File: config.mk
export PLATFORM = sky130hd
export DESIGN_NAME = pattern_detector_moore
export DESIGN_NICKNAME = d
export VERILOG_FILES = /design/src/rtl/pattern_det_pkg.sv /design/src/rtl/pattern_detector_moore_match.sv /design/src/rtl/pattern_detector_moore.sv
export SDC_FILE = /design/constraint.sdc
export NUM_CORES = 1
export LEC_CHECK = 0
export ABC_CLOCK_PERIOD_IN_PS = 2310
export BUFFER_PORTS_ARGS = -buffer_cell sky130_fd_sc_hd__buf_2
export CORE_MARGIN = 2
export CORE_UTILIZATION = 33
export CTS_CLUSTER_SIZE = 14
export DETAILED_ROUTE_END_ITERATION = 6
export PLACE_DENSITY_LB_ADDON = 0.3
export SLEW_MARGIN = 20
export SYNTH_ARGS = -nofsm -noshare
export SYNTH_HDL_FRONTEND = slang
export SYNTH_HIERARCHICAL = 1
export SYNTH_SLANG_ARGS = --single-unit
File: constraint.sdc
create_clock -name clk -period 2.31 [get_ports clk]
set_input_delay 0.3465 -clock clk [delete_from_list [all_inputs] [get_ports clk]]
set_output_delay 0.3465 -clock clk [all_outputs]
set_load 0.05 [all_outputs]
File: src/rtl/pattern_det_pkg.sv
// Shared definitions for the serial pattern detector: size limits, overlap mode
// encoding and the suffix/prefix match-length helper used by the next-state logic.
package pattern_det_pkg;

  localparam int MAX_PAT_LEN = 16;

  typedef enum logic {
    NON_OVERLAP = 1'b0,
    OVERLAP     = 1'b1
  } overlap_mode_e;

  // Largest k (0..len) such that the newest k bits of {hist_bits, a} equal the
  // top k bits of pat. Bit 0 of the combined vector is the newest sample.
  function automatic logic [4:0] prefix_len(
    input logic [MAX_PAT_LEN-2:0] hist_bits,
    input logic                   a,
    input logic [MAX_PAT_LEN-1:0] pat,
    input int                     len
  );
    logic [MAX_PAT_LEN-1:0] seq;
    logic [MAX_PAT_LEN-1:0] mask;
    logic [MAX_PAT_LEN-1:0] diff;
    logic [4:0]             best;
    seq  = {hist_bits, a};
    best = '0;
    for (int k = 1; k <= MAX_PAT_LEN; k++) begin
      if (k <= len) begin
        mask = (k == MAX_PAT_LEN) ? '1 : MAX_PAT_LEN'((32'd1 << k) - 32'd1);
        diff = (seq ^ (pat >> (len - k))) & mask;
        if (diff == '0) begin
          best = 5'(k);
        end
      end
    end
    return best;
  endfunction

endpackage

File: src/rtl/pattern_detector_moore_match.sv
// Combinational next-state logic: computes the matched-prefix length for the
// next edge from the history, the incoming bit, the pattern and the overlap mode.
module pattern_prefix_match
  import pattern_det_pkg::*;
#(
  parameter int PAT_LEN = 4,
  parameter int SW      = $clog2(PAT_LEN + 1)
) (
  input  logic [PAT_LEN-1:0] seq,
  input  logic [PAT_LEN-1:0] pat,
  input  logic               overlap,
  input  logic [SW-1:0]      state,
  output logic [SW-1:0]      next_state,
  output logic               restart
);

  localparam int            HW       = MAX_PAT_LEN - 1;
  localparam logic [SW-1:0] MATCH_ST = SW'(PAT_LEN);

  logic [HW-1:0]          hist_pad;
  logic [MAX_PAT_LEN-1:0] pat_pad;

  assign hist_pad = HW'(seq[PAT_LEN-1:1]);
  assign pat_pad  = MAX_PAT_LEN'(pat);

  always_comb begin
    next_state = '0;
    restart    = 1'b0;
    if (state > MATCH_ST) begin
      next_state = '0;
    end else if (state == MATCH_ST && overlap == NON_OVERLAP) begin
      // The bits that formed the match are consumed; only the new bit counts.
      restart    = 1'b1;
      next_state = (seq[0] == pat[PAT_LEN-1]) ? SW'(1) : '0;
    end else begin
      next_state = SW'(prefix_len(hist_pad, seq[0], pat_pad, PAT_LEN));
    end
  end

endmodule

File: src/rtl/pattern_detector_moore.sv
// Moore serial pattern detector: programmable PAT_LEN-bit pattern, MSB first,
// overlap/non-overlap modes, sample enable and a saturating hit counter.
module pattern_detector_moore
  import pattern_det_pkg::*;
#(
  parameter int                 PAT_LEN   = 4,
  parameter logic [PAT_LEN-1:0] RESET_PAT = PAT_LEN'(4'b0101),
  parameter int                 CNT_W     = 8
) (
  input  logic               clk,
  input  logic               reset_n,
  input  logic               en,
  input  logic               a,
  input  logic               load,
  input  logic [PAT_LEN-1:0] pattern_in,
  input  logic               overlap,
  input  logic               clr_count,
  output logic               y,
  output logic [CNT_W-1:0]   match_count
);

  localparam int            SW       = $clog2(PAT_LEN + 1);
  localparam int            HW       = PAT_LEN - 1;
  localparam logic [SW-1:0] MATCH_ST = SW'(PAT_LEN);

  logic [SW-1:0]      state;
  logic [SW-1:0]      state_d;
  logic [SW-1:0]      next_state;
  logic [HW-1:0]      hist;
  logic [HW-1:0]      hist_d;
  logic [PAT_LEN-1:0] pat_reg;
  logic [PAT_LEN-1:0] pat_d;
  logic [PAT_LEN-1:0] seq;
  logic [CNT_W-1:0]   count_d;
  logic               restart;

  assign seq = {hist, a};

  pattern_prefix_match #(
    .PAT_LEN (PAT_LEN),
    .SW      (SW)
  ) u_match (
    .seq        (seq),
    .pat        (pat_reg),
    .overlap    (overlap),
    .state      (state),
    .next_state (next_state),
    .restart    (restart)
  );

  always_ff @(posedge clk or negedge reset_n) begin
    if (!reset_n) begin
      state       <= '0;
      hist        <= '0;
      pat_reg     <= RESET_PAT;
      match_count <= '0;
    end else begin
      state       <= state_d;
      hist        <= hist_d;
      pat_reg     <= pat_d;
      match_count <= count_d;
    end
  end

  always_comb begin
    state_d = state;
    hist_d  = hist;
    pat_d   = pat_reg;
    count_d = match_count;
    if (load) begin
      pat_d   = pattern_in;
      state_d = '0;
      hist_d  = '0;
    end else if (en) begin
      state_d = next_state;
      // A non-overlapping restart drops the matched bits from the history too.
      hist_d  = restart ? HW'(a) : seq[HW-1:0];
    end
    if (clr_count) begin
      count_d = '0;
    end else if (!load && en && next_state == MATCH_ST && match_count != '1) begin
      count_d = match_count + CNT_W'(1);
    end
  end

  assign y = (state == MATCH_ST);

endmodule
==> results.yml <==
pwr:
  p_leak_nw: 0.689
  max-vdd-ir-drop_uv: 340
  power_density_nw_per_um2: 479
finish:
  fillerInstances: 361
  multi_input_area_um2: 674
  fin_nets: 172
  stdcell_count: 205
  regArea_um2: 457
  num_antenna_cells: 0
  largest_reg_flops: 8
  drive_above_1_share_pct: 38.4
  synthToLayoutAreaGrowth_pct: 27.1
floorplan:
  dieArea_um2: 4040
  start_util_pct: 34.8
  core_um2: 3360
  ioPinCount: 20
  die_y_um: 63.6
  rows: 21
  die_w_um: 63.6
synth:
  synth_edf_count: 0
  ys_seq_area_share_pct: 38.7
  synth_area_leaders: "dfrtp_1, dfstp_2, a21oi_1"
  synth_top_cells_by_count: "dfrtp_1, nor2_1, a21oi_1, nand2_1"
  syn-cell-area_um2: 1170
  ys_warn_count: 6
  synth_seq_cells: 18
  ys_types: 47
  avgSynthCellArea_um2: 9.44
  synth_top_area_cell: "dfrtp_1"
  syn_nets: 136
  netlist.area_leader.share_pct: 34.2
  synth.most_common_cell: "dfrtp_1"
  yosys_most_used_dff: "dfrtp_1"
  syn_inst: 124
  synthArstFlopShare_pct: 100
detailed_routing:
  drt-pass1-iter-count: 4
  wire_per_inst_um: 13.3
  via_per_inst: 5.29
  final_antenna_net_count: 0
  drt-initial-drc-count: 49
  vias: 1084
  remaining_drc_errors: 0
  wl_um: 2730
grt:
  grt_first_pass_wirelength_um: 4640
  grt_pass1_vias: 1002
  grt_max_degree: 19
  antenna_found_initial: 0
  grt-ovfl-total: 0
  grt_usage_pct: 14.5
cts:
  clock_path_buffers: 2
  h-tree-depth: 1
  cts_tree: "built"
  cts_sinks: 18
  clock_latency_ns: 0.29
  cts-root-buf: "clkbuf_4"
  clk_pin_slew_worst_paths_ns: 0.11
  numCtsBuffers: 3
setup_path:
  critical_path_class: "flip-flop to flip-flop"
  critPathMaxFanout: 10
  worstPathRequired_ns: 2.54
  startpoint_type: "flip-flop"
  arrival_ns: 2.59
  crit_path_end_kind: "flip-flop"
placed_design:
  place.gp.congestion: 0.825
  portBuffers: 19
  dp_cells: 194
  dp.final_hpwl_um: 1930
sta:
  worstMarginPinSlew_ns: 0.395
  max_freq_mhz: 424
  rsz0062_at_grt: "yes"
  setup_ws_ns: -0.0510
  skew_ns: 0.00428
  drv_slew: 0
  slew_headroom_pct: 73.7
  fin_crit_ns: 2.36
  setup_viol: 5
  fin_setup_tns_ns: -0.0983
  finalCritPeriodShare_pct: 102
  hold_slack_ns: 0.283
  finalHoldViolCount: 0
run_status:
  outcome: "finished with violations"
  violations: "negative setup slack"
flow_run:
  maxCapViolations: 0
min_path:
  hold_path_class: "primary input to flip-flop"
-- metrics by stage --
step / cell area (µm²) / setup slack [ns] / total power, mW / util (%)
floorplan: 1170 / 0.0588 / 0.452 / -
global placement: 1360 / -0.0629 / 0.499 / 40.5
detailed placement: 1360 / -0.0981 / 0.501 / 40.5
CTS: 1470 / -0.0388 / 0.713 / 43.6
global route: 1490 / -0.151 / 0.759 / 44.3
finish: 1490 / -0.0510 / 0.713 / 44.3
-- path summary, 6_finish.rpt --
path	start	endpoint	slack [ns]	depth (start not counted)
worst max-delay path	pat_reg[3]	match_count[5]	-0.05	8
worst min-delay path	pattern_in[3]	pat_reg[3]	0.28	2
worst max register to register	pat_reg[3]	match_count[5]	-0.05	8
worst min register to register	match_count[6]	match_count[6]	0.60	2
max in group asynchronous	reset_n	pat_reg[2]	1.49	2
min in group asynchronous	reset_n	match_count[6]	0.50	2
-- final cells by class --
| cell class | count | share of cell area (%) |
|---|---|---|
| clock buffer | 4 | 2.44 |
| inverter | 4 | 1.01 |
| multi-input combinational | 94 | 45.3 |
| sequential | 18 | 30.7 |
| tap | 46 | 3.87 |
| timing repair buffer | 39 | 16.7 |
-- critical path: stages, from the launching register on --
cell	delay [ns]
dfrtp_2	0.50
nand2_1	0.11
a21bo_1	0.21
a221o_1	0.34
and4_1	0.20
inv_1	0.15
o211ai_4	0.12
or4_1	0.53
a21oi_1	0.13
-- report_power, final --
group,internal (mW),switching (mW),total (mW)
clock,0.0960,0.100,0.196
sequential,0.331,0.0199,0.351
combinational,0.0868,0.0789,0.166
-- logic make-up (layout without fill, tap and decap cells) --
kind of cell             Yosys count  after routing  synth area share (%)
AND/OR/NAND/NOR                   48             48                  23.5
AO/OA/AOI/OAI                     29             30                  17.2
flip-flops                        18             18                  38.7
buffers and inverters             13             47                  6.94
multiplexers                       9              9                  8.12
XOR/XNOR                           6              6                  4.49
adder cells (fa/ha/maj)            1              1                  1.07
-- routing by layer --
layer,up-vias,GRT usage [%],part of all wire [%]
met4,0,3.80,1.1
met2,37,23.4,47
met5,-,0,0
met1,519,19.2,47
met3,4,3.93,5.5
li1,524,-,-
-- cells in the final DEF, fill, tap and decap left out, types with 4 or more instances in the layout --
master    n
buf_2    19
buf_4    17
dfrtp_1  13
nor2_1   11
a21oi_1  10
nand2_1   7
nand3_1   5
mux2i_1   5
o21ai_0   5
mux2_2    4
xnor2_1   4
-- what timing repair did --
action	4_1_cts	5_1_grt
gates cloned	1	0
hold endpoints to repair	16	0
pin swaps	9	0
setup endpoints to repair	5	8
hold buffers	1	0
setup buffers	3	2
resized for setup	7	2
(Power assumes the default switching activity.)
